==> src/rtl/mod_transmitter_if.sv <==
// Byte-stream and sample bus between the framing source, the modulating transmitter and the DAC side.
interface mod_transmitter_if #(
    parameter int unsigned BYTE_WIDTH   = 8,
    parameter int unsigned OUTPUT_WIDTH = 12,
    parameter int unsigned FCW_WIDTH    = 16
);
    logic [BYTE_WIDTH-1:0]   data_in;
    logic                    data_valid;
    logic                    data_ready;
    logic [1:0]              mode;
    logic [FCW_WIDTH-1:0]    fcw0;
    logic [FCW_WIDTH-1:0]    fcw1;
    logic [OUTPUT_WIDTH-1:0] sine_c;
    logic [OUTPUT_WIDTH-1:0] mod_out;
    logic                    bit_strobe;
    logic                    busy;

    modport master (
        output data_in, data_valid, mode, fcw0, fcw1,
        input  data_ready, sine_c, mod_out, bit_strobe, busy
    );

    modport slave (
        input  data_in, data_valid, mode, fcw0, fcw1,
        output data_ready, sine_c, mod_out, bit_strobe, busy
    );
endinterface

==> src/rtl/mod_transmitter.sv <==
// Byte-buffered MSB-first serializer driving an ASK/FSK/BPSK/carrier modulator from an internal nco.
// Optional PRBS7 bit scrambling is enabled by defining MOD_TX_SCRAMBLE_EN.
module mod_transmitter #(
    parameter int unsigned OUTPUT_WIDTH    = 12,
    parameter int unsigned FCW_WIDTH       = 16,
    parameter int unsigned BYTE_WIDTH      = 8,
    parameter int unsigned SAMPLES_PER_SYM = 16
) (
    input logic              clk,
    input logic              rst,
    mod_transmitter_if.slave bus
);
    localparam int unsigned SYM_W = (SAMPLES_PER_SYM > 1) ? $clog2(SAMPLES_PER_SYM) : 1;
    localparam int unsigned BIT_W = (BYTE_WIDTH > 1) ? $clog2(BYTE_WIDTH) : 1;
    localparam int unsigned TRI_W = OUTPUT_WIDTH + 1;
    localparam logic [SYM_W-1:0] SYM_LAST = SYM_W'(SAMPLES_PER_SYM - 1);
    localparam logic [BIT_W-1:0] BIT_LAST = BIT_W'(BYTE_WIDTH - 1);
    localparam logic [OUTPUT_WIDTH-1:0] MIDSCALE = {1'b1, {(OUTPUT_WIDTH-1){1'b0}}};
    localparam logic [TRI_W-1:0] QUARTER = {2'b01, {(OUTPUT_WIDTH-1){1'b0}}};

    typedef enum logic {IDLE, SEND} state_t;
    typedef enum logic [1:0] {MODE_ASK, MODE_FSK, MODE_BPSK, MODE_CARRIER} mode_t;

    state_t                  state, state_n;
    mode_t                   mode_q, mode_n;
    logic [BYTE_WIDTH-1:0]   shreg, shreg_n, buf_data, buf_data_n;
    logic                    buf_full, buf_full_n;
    logic [SYM_W-1:0]        sym_cnt, sym_cnt_n;
    logic [BIT_W-1:0]        bit_cnt, bit_cnt_n;
    logic                    ready_q, strobe_q, strobe_n;
    logic [OUTPUT_WIDTH-1:0] mod_q, mod_n;
    logic [FCW_WIDTH-1:0]    phase, fcw_sel;
    logic [TRI_W-1:0]        tri_ph;
    logic [OUTPUT_WIDTH-1:0] sine_c;
    logic                    xfer, load_buf, load_in, next_bit, tx_bit;

    assign xfer = bus.data_valid & ready_q;

    // nco: phase accumulator with a triangle amplitude map, midscale at phase 0
    assign tri_ph = phase[FCW_WIDTH-1 -: TRI_W] + QUARTER;
    assign sine_c = tri_ph[TRI_W-1] ? ~tri_ph[OUTPUT_WIDTH-1:0] : tri_ph[OUTPUT_WIDTH-1:0];

    // Next-state: buffer, serializer counters and seamless byte reload
    always_comb begin
        state_n    = state;
        shreg_n    = shreg;
        sym_cnt_n  = sym_cnt;
        bit_cnt_n  = bit_cnt;
        mode_n     = mode_q;
        buf_data_n = buf_data;
        buf_full_n = buf_full;
        strobe_n   = 1'b0;
        load_buf   = 1'b0;
        load_in    = 1'b0;
        next_bit   = 1'b0;
        case (state)
            IDLE: begin
                if (buf_full) begin
                    load_buf = 1'b1;
                    state_n  = SEND;
                end
            end
            SEND: begin
                if (sym_cnt != SYM_LAST) begin
                    sym_cnt_n = sym_cnt + SYM_W'(1);
                end else if (bit_cnt != BIT_LAST) begin
                    sym_cnt_n = '0;
                    bit_cnt_n = bit_cnt + BIT_W'(1);
                    shreg_n   = shreg << 1;
                    strobe_n  = 1'b1;
                    next_bit  = 1'b1;
                end else if (buf_full) begin
                    load_buf = 1'b1;
                end else if (xfer) begin
                    load_in = 1'b1;
                end else begin
                    state_n = IDLE;
                end
            end
            default: state_n = IDLE;
        endcase
        if (load_buf | load_in) begin
            shreg_n   = load_buf ? buf_data : bus.data_in;
            mode_n    = mode_t'(bus.mode);
            sym_cnt_n = '0;
            bit_cnt_n = '0;
            strobe_n  = 1'b1;
        end
        if (load_buf) buf_full_n = 1'b0;
        // a byte taken straight into the shift register bypasses the buffer
        if (xfer & ~load_in) begin
            buf_full_n = 1'b1;
            buf_data_n = bus.data_in;
        end
    end

`ifdef MOD_TX_SCRAMBLE_EN
    logic [6:0] lfsr, lfsr_n;

    // PRBS7 reseeds only when a burst starts from idle
    always_comb begin
        lfsr_n = lfsr;
        if (state == IDLE && load_buf) lfsr_n = 7'h7F;
        else if (next_bit | load_buf | load_in) lfsr_n = {lfsr[5:0], lfsr[6] ^ lfsr[5]};
    end

    always_ff @(posedge clk) begin
        if (!rst) lfsr <= 7'h7F;
        else      lfsr <= lfsr_n;
    end

    assign tx_bit = shreg[BYTE_WIDTH-1] ^ lfsr[6];
`else
    assign tx_bit = shreg[BYTE_WIDTH-1];
`endif

    // Modulator: carrier frequency select and next output sample
    always_comb begin
        fcw_sel = bus.fcw0;
        mod_n   = MIDSCALE;
        if (state == SEND) begin
            case (mode_q)
                MODE_ASK:  mod_n = tx_bit ? sine_c : MIDSCALE;
                MODE_BPSK: mod_n = tx_bit ? sine_c : ~sine_c;
                MODE_FSK: begin
                    mod_n = sine_c;
                    if (tx_bit) fcw_sel = bus.fcw1;
                end
                default:   mod_n = sine_c;
            endcase
        end else if (mode_t'(bus.mode) == MODE_CARRIER) begin
            mod_n = sine_c;
        end
    end

    always_ff @(posedge clk) begin
        if (!rst) begin
            state    <= IDLE;
            mode_q   <= MODE_ASK;
            shreg    <= '0;
            buf_data <= '0;
            buf_full <= 1'b0;
            sym_cnt  <= '0;
            bit_cnt  <= '0;
            ready_q  <= 1'b0;
            strobe_q <= 1'b0;
            mod_q    <= MIDSCALE;
            phase    <= '0;
        end else begin
            state    <= state_n;
            mode_q   <= mode_n;
            shreg    <= shreg_n;
            buf_data <= buf_data_n;
            buf_full <= buf_full_n;
            sym_cnt  <= sym_cnt_n;
            bit_cnt  <= bit_cnt_n;
            ready_q  <= ~buf_full_n;
            strobe_q <= strobe_n;
            mod_q    <= mod_n;
            phase    <= phase + fcw_sel;
        end
    end

    assign bus.data_ready = ready_q;
    assign bus.busy       = (state == SEND);
    assign bus.bit_strobe = strobe_q;
    assign bus.mod_out    = mod_q;
    assign bus.sine_c     = sine_c;
endmodule
==> src/flat_wrapper.sv <==
// flat-port wrapper written by rule: the top's interface ports become plain ports
module mod_transmitter_flat 
#(
    parameter int unsigned OUTPUT_WIDTH    = 12,
    parameter int unsigned FCW_WIDTH       = 16,
    parameter int unsigned BYTE_WIDTH      = 8,
    parameter int unsigned SAMPLES_PER_SYM = 16
)
  (clk, rst, bus_data_in, bus_data_valid, bus_mode, bus_fcw0, bus_fcw1, bus_data_ready, bus_sine_c, bus_mod_out, bus_bit_strobe, bus_busy);
  mod_transmitter_if #(.BYTE_WIDTH(BYTE_WIDTH), .OUTPUT_WIDTH(OUTPUT_WIDTH), .FCW_WIDTH(FCW_WIDTH)) bus_i ();
  input logic clk;
  input logic rst;
  input wire logic [$bits(bus_i.data_in)-1:0] bus_data_in;
  input wire logic [$bits(bus_i.data_valid)-1:0] bus_data_valid;
  input wire logic [$bits(bus_i.mode)-1:0] bus_mode;
  input wire logic [$bits(bus_i.fcw0)-1:0] bus_fcw0;
  input wire logic [$bits(bus_i.fcw1)-1:0] bus_fcw1;
  output wire logic [$bits(bus_i.data_ready)-1:0] bus_data_ready;
  output wire logic [$bits(bus_i.sine_c)-1:0] bus_sine_c;
  output wire logic [$bits(bus_i.mod_out)-1:0] bus_mod_out;
  output wire logic [$bits(bus_i.bit_strobe)-1:0] bus_bit_strobe;
  output wire logic [$bits(bus_i.busy)-1:0] bus_busy;
  assign bus_i.data_in = bus_data_in;
  assign bus_i.data_valid = bus_data_valid;
  assign bus_i.mode = bus_mode;
  assign bus_i.fcw0 = bus_fcw0;
  assign bus_i.fcw1 = bus_fcw1;
  assign bus_data_ready = bus_i.data_ready;
  assign bus_sine_c = bus_i.sine_c;
  assign bus_mod_out = bus_i.mod_out;
  assign bus_bit_strobe = bus_i.bit_strobe;
  assign bus_busy = bus_i.busy;
  mod_transmitter #(.OUTPUT_WIDTH(OUTPUT_WIDTH), .FCW_WIDTH(FCW_WIDTH), .BYTE_WIDTH(BYTE_WIDTH), .SAMPLES_PER_SYM(SAMPLES_PER_SYM)) u_core (.clk(clk), .rst(rst), .bus(bus_i));
endmodule
==> config.mk <==
export PLATFORM = sky130hd
export DESIGN_NAME = mod_transmitter_flat
export DESIGN_NICKNAME = d
export VERILOG_FILES = /design/src/rtl/mod_transmitter_if.sv /design/src/rtl/mod_transmitter.sv /design/src/flat_wrapper.sv
export SDC_FILE = /design/constraint.sdc
export NUM_CORES = 1
export LEC_CHECK = 0
export CAP_MARGIN = 10
export CELL_PAD_IN_SITES_DETAIL_PLACEMENT = 0
export CELL_PAD_IN_SITES_GLOBAL_PLACEMENT = 1
export CORE_ASPECT_RATIO = 1.75
export CORE_MARGIN = 2
export CORE_UTILIZATION = 42
export CTS_CLUSTER_SIZE = 14
export DETAILED_ROUTE_END_ITERATION = 8
export PLACE_DENSITY_LB_ADDON = 0.1
export SETUP_SLACK_MARGIN = 0.05
export SLEW_MARGIN = 20
export SYNTH_ARGS = -nofsm -noshare
export SYNTH_HDL_FRONTEND = slang
export SYNTH_SLANG_ARGS = --single-unit
export TNS_END_PERCENT = 5
==> constraint.sdc <==
create_clock -name clk -period 6.5 [get_ports clk]
set_input_delay 0.975 -clock clk [delete_from_list [all_inputs] [get_ports clk]]
set_output_delay 0.975 -clock clk [all_outputs]
set_load 0.005 [all_outputs]
==> results of run 1 <==
==> power by group through the flow <==
stage / registers, mW / clock network (mW) / logic [mW]
3_5_place_dp: 0.460 / 0 / 0.884
2_1_floorplan: 0.447 / 0 / 0.527
6_report: 0.451 / 0.475 / 0.878
4_1_cts: 0.452 / 0.484 / 0.889
5_1_grt: 0.460 / 0.504 / 0.971
3_3_place_gp: 0.459 / 0 / 0.876
==> layer usage <==
metal	global-route usage	vias up	wire length (um)
met5	0	-	0
met4	0.0781	0	220
met3	0.0392	16	284
met2	0.344	69	4550
met1	0.208	1384	3270
li1	-	1543	-
==> cells by family after synthesis <==
group | synth area share
and+or+nand+nor | 0.168
AOI/OAI and AO/OA | 0.194
DFF | 0.319
buffers and inverters | 0.0497
muxes | 0.103
adders and majority gates | 0.111
xor gates and xnor gates | 0.0563
==> sequential cells by signal, summed over array words and instances (netlist names) <==
name and flops:
u_core.mode_q 2, u_core.phase 16, u_core.bus.mod_out 12, u_core.bus.data_ready 1, u_core.bus.bit_strobe 1, u_core.buf_full 1, u_core.shreg 8, u_core.bus.busy 1
u_core.bit_cnt 3, u_core.sym_cnt 4, u_core.buf_data 8
==> cell usage after synthesis (3+ instances only) <==
library cell,count
buf_2,8
a21boi_0,11
mux2i_1,20
a211o_1,8
mux2_2,15
nor2_1,31
nor2b_1,14
and2_1,11
nor3_1,3
a21oi_1,33
nand2_1,16
nand3_1,3
dfxtp_1,57
nor3b_1,3
clkbuf_1,10
xnor2_1,20
nand4_1,4
a21o_1,6
o21ai_0,17
inv_1,15
ha_1,30
nand2b_1,15
a32oi_1,8
xor2_1,3
==> final cells by class <==
class,count,share of cell area
Multi-Input combinational cell,305,0.487
Sequential cell,57,0.246
Timing Repair Buffer,74,0.158
Clock buffer,10,0.0515
Tap cell,115,0.0310
Clock inverter,6,0.0143
Inverter,15,0.0121
==> metrics by stage <==
step	power (mW)	hold slack (ps)
CTS	1.83	506
detailed placement	1.34	494
floorplan	0.974	465
global route	1.93	537
finish	1.80	500
global placement	1.33	478
==> cell usage in the layout (no fill, tap or decap), types with 4 or more instances in the layout <==
cell type,netlist,final
dfxtp_1,57,57
o21ai_0,17,17
mux2i_1,20,20
a21o_1,6,6
clkbuf_16,0,9
nand2b_1,15,15
and2_1,11,11
ha_1,30,30
a32oi_1,8,8
nor2_1,31,31
a21oi_1,33,32
mux2_2,15,15
inv_1,15,15
a211o_1,8,8
a21boi_0,11,11
clkdlybuf4s50_1,0,71
nand2_1,16,16
nor2b_1,14,14
nand4_1,4,4
xnor2_1,20,20
==> tightest hold or removal path, cell delays in order, from the launching register on <==
cell	delay, ps
dfxtp_1	330
mux2i_1	70
nor2_1	70
==> worst paths after layout <==
kind                     startpoint                end  depth (start not counted)
setup reg to reg   u_core.mode_q[1]   u_core.phase[12]                         12
hold reg to reg   u_core.bit_cnt[2]  u_core.bit_cnt[2]                          2
setup / recovery   u_core.mode_q[1]   u_core.phase[12]                         12
hold / removal    u_core.bit_cnt[2]  u_core.bit_cnt[2]                          2
==> flow_summary.yaml, run 1 <==
power_and_ir_drop:
  combPwrFrac: 0.487
  vdd_drop_max_uv: 207
  power_frac_clock: 0.263
  pwr_density_cell_nw_per_um2: 389
  switching_power_mw: 0.633
  internal_power_mw: 1.17
  seq_power_share: 0.250
  p_leak_nw: 1.84
  swShare: 0.351
clock_network:
  hold_buffers: 0
  cts_setup_buffers: 0
  cts-root-buf: "clkbuf_16"
  cts_sinks: 57
  clockBufferDepth: 2
  clock_latency_ps: 320
  cts_buffers: 9
  cts-resized-gates: 0
  cts.reportedPaths.clkPinSlew_ps: 50
  htree_levels: 3
  cts_tree: "built"
placed_design:
  pre_cts_ws_ps: 2900
  placedInstanceArea_um2: 4330
  placed_cells: 566
  io_buffers: 71
  routabilityCongestion: 0.884
  place_hpwl_um: 6420
final_layout:
  fin_area_um2: 4640
  final_layout_size_suffix_gt1_frac: 0.0985
  fill_cells: 775
  fin_nets: 538
  register_area_um2: 1140
  antennaDiodeCount: 0
  final_cells: 582
  syn_to_final_growth_pct: 29.8
  multi_input_area_um2: 2260
  finish.utilization: 0.558
yosys:
  yosysTopAreaCellShare: 0.319
  syn_area_um2: 3580
  synth_area_leaders: "dfxtp_1 32%, ha_1 10%, mux2i_1 5.6%"
  syn_nets: 476
  postSynthCellCount: 400
  synth_edf_count: 0
  syn_area_per_cell_um2: 8.94
  async_flop_share: 0
  yosys_warnings: 0
  ys_ff_latch: 57
  synth_cell_types: 56
  synth_top_area_cell: "dfxtp_1"
  synth_seq_area_share: 0.319
  ys.flop_type: "dfxtp_1"
routing:
  ant_nets: 0
  vias: 3012
  firstDrtPassIters: 4
  route.detailed.drc: 0
  wl_um: 8320
  first_iter_violations: 83
  wl_per_cell_um: 14.3
  viasPerCell: 5.18
global_routing:
  grt_overflow: 0
  grt_pass1_vias: 3025
  grt_max_degree: 55
  grt_pass1_wl_um: 13900
  grt_usage: 0.191
  antenna_found_initial: 0
critical_path:
  endpoint_kind: "flip-flop"
  cp_max_fo: 22
  cp_cell_sequence: "nand4b_1, buf_4, mux2_2, ha_1, inv_1, fa_1, and2b_1, o2111ai_1, a21oi_1, o2111ai_1, a21oi_1, mux2i_1"
  critPathKind: "flip-flop to flip-flop"
  cpMaxStageDelayCell: "dfxtp_1"
  critical_path_buf_inv_count: 2
  cp_slowest_stage_delay_ps: 810
  cp.arrival_ps: 3760
  crit_family: "compound AO/OA/AOI/OAI gates"
  cp-start-kind: "flip-flop"
  required_ps: 6760
  rrSetupSlack_ps: 3000
floorplanning:
  num_io_pins: 72
  rows: 44
  dieArea_um2: 9300
  die_w_um: 73.8
  core_area_um2: 8310
  fp.dieH_um: 126
  initial_core_util: 0.430
timing:
  slew_viol_final: 0
  tns_ps: 0
  worstMarginPinSlew_ps: 760
  fmax_mhz: 285
  hold_violations: 0
  rsz0062_at_grt: "no"
  fin_crit_sh: 0.539
  setup_viol: 0
  fin_crit_ps: 3500
  skew_ps: 5.08
  relSlewSlack: 0.492
  fin_ws_ps: 3000
outcome:
  status: "finished clean"
worst_hold_path:
  holdCritPathClass: "flip-flop to flip-flop"
flow_run:
  maxCapViolations: 0
Note: power is estimated with default switching activity, not from simulation.
==> inputs of run 2 (changes only) <==
--- a/config.mk
+++ b/config.mk
@@ -10,7 +10,7 @@
 export CELL_PAD_IN_SITES_GLOBAL_PLACEMENT = 1
 export CORE_ASPECT_RATIO = 1.75
 export CORE_MARGIN = 2
-export CORE_UTILIZATION = 42
+export CORE_UTILIZATION = 39
 export CTS_CLUSTER_SIZE = 14
 export DETAILED_ROUTE_END_ITERATION = 8
 export PLACE_DENSITY_LB_ADDON = 0.1
==> constraint.sdc (replaced) <==
create_clock -name clk -period 3.4 [get_ports clk]
set_input_delay 0.51 -clock clk [delete_from_list [all_inputs] [get_ports clk]]
set_output_delay 0.51 -clock clk [all_outputs]
set_load 0.005 [all_outputs]
==> flow_summary.yaml, run 2 (synthesis gave the netlist of run 1 again) <==
timing:
  rsz0062_at_grt: "no"
  fin_crit_sh: 0.885
  relSlewSlack: 0.398
  tns_ps: 0
  fin_ws_ps: 392
  worst_hold_slack_ps: 500
  fin_crit_ps: 3010
  worstMarginPinSlew_ps: 897
  fmax_mhz: 332
  hold_violations: 0
  setup_viol: 0
  slew_viol_final: 0
  skew_ps: 7.21
clock_network:
  htree_levels: 3
  hold_buffers: 0
  clockBufferDepth: 2
  cts_setup_buffers: 0
  cts_tree: "built"
  cts_buffers: 9
  cts-resized-gates: 0
  cts.reportedPaths.clkPinSlew_ps: 60
  cts_sinks: 57
  cts-root-buf: "clkbuf_16"
  clock_latency_ps: 330
critical_path:
  path_common_cell: "xnor2_1"
  cp_max_fo: 7
  critPathKind: "flip-flop to output pin"
  cpMaxStageDelayCell: "xnor2_1"
  cp_slowest_stage_delay_ps: 730
  cp-start-kind: "flip-flop"
  r2r-end: "u_core.phase[12]"
  ff2ff_path_depth: 11
  cp.arrival_ps: 2500
  required_ps: 2890
  rrSetupSlack_ps: 510
  cp_cell_sequence: "xnor2_1, buf_4, xnor2_1, clkdlybuf4s50_1"
  endpoint_kind: "output pin"
  reg2reg_from: "u_core.mode_q[0]"
power_and_ir_drop:
  combPwrFrac: 0.501
  swShare: 0.364
  p_leak_nw: 1.87
  power_frac_clock: 0.246
  finalPower_mw: 3.38
  pwr_density_cell_nw_per_um2: 724
  vdd_drop_max_uv: 462
  internal_power_mw: 2.15
  switching_power_mw: 1.23
  seq_power_share: 0.253
final_layout:
  syn_to_final_growth_pct: 30.6
  fin_nets: 545
  regMostFlops: "u_core.phase"
  finish.utilization: 0.520
  antennaDiodeCount: 0
  final_common_cell: "clkdlybuf4s50_1"
  final_cells: 594
  final_cell_mix: "71 x clkdlybuf4s50_1, 57 x dfxtp_1, 33 x a21oi_1"
  fin_area_um2: 4670
  largest_register_ffs: 16
  final_layout_size_suffix_gt1_frac: 0.110
floorplanning:
  initial_core_util: 0.398
  num_io_pins: 72
  die_w_um: 76.4
  core_area_um2: 8980
  dieArea_um2: 9980
  rows: 46
  fp.dieH_um: 131
global_routing:
  grt_pass1_wl_um: 14500
  antenna_found_initial: 0
  grt_overflow: 0
  grt_usage: 0.183
  grt_pass1_vias: 3027
  grt_max_degree: 44
placed_design:
  place_hpwl_um: 6580
  routabilityCongestion: 0.886
  pre_cts_ws_ps: 285
  io_buffers: 71
  placedInstanceArea_um2: 4390
  placed_cells: 578
worst_hold_path:
  holdCritPathClass: "flip-flop to flip-flop"
  whs_path_depth: 2
  hold_start: "u_core.bit_cnt[1]"
  min_to: "u_core.bit_cnt[1]"
routing:
  viasPerCell: 5.14
  wl_um: 8560
  ant_nets: 0
  route.detailed.drc: 0
  wl_per_cell_um: 14.4
  firstDrtPassIters: 4
  first_iter_violations: 118
  vias: 3052
outcome:
  status: "finished clean"
flow_run:
  maxCapViolations: 0
run 2: how the worst max path moves through the flow:
stage | startpoint | end | slack, ps | depth (start not counted)
floorplan | u_core.shreg[7] | u_core.phase[15] | 430 | 11
global placement | bus_fcw1[0] | u_core.phase[12] | 340 | 11
detailed placement | bus_fcw1[0] | u_core.phase[12] | 280 | 11
CTS | u_core.phase[15] | bus_sine_c[4] | 310 | 4
global route | u_core.mode_q[0] | u_core.phase[12] | 190 | 11
finish | u_core.phase[15] | bus_sine_c[0] | 390 | 4
run 2: area by class of cell:
| type | instances | area [um2] |
|---|---|---|
| Multi-Input combinational cell | 305 | 2260 |
| Clock buffer | 9 | 225 |
| Inverter | 15 | 56.3 |
| Fill cell | 899 | 4310 |
| Sequential cell | 57 | 1140 |
| Timing Repair Buffer | 81 | 786 |
| Clock inverter | 7 | 55.1 |
| Tap cell | 120 | 150 |
run 2: critical path: cells and delay by family, from the launching register on:
| kind | cells | cell delay (ps) |
|---|---|---|
| flops | 1 | 340 |
| xor+xnor | 2 | 930 |
| buf+inv | 2 | 900 |
run 2: per-layer routing:
metal  vias to the layer above  global-route usage  wire [um]
li1                       1554                   -          -
met1                      1412               0.196       3470
met2                        67               0.342       4590
met3                        19              0.0391        262
met4                         0              0.0898        237
met5                         -                   0          0
run 2: power by group through the flow:
stage	combinational (mW)	clock (mW)	sequential, mW
6_report	1.69	0.833	0.855
5_1_grt	1.90	0.885	0.867
4_1_cts	1.72	0.854	0.858
3_5_place_dp	1.71	0	0.872
3_3_place_gp	1.69	0	0.870
2_1_floorplan	1.01	0	0.854
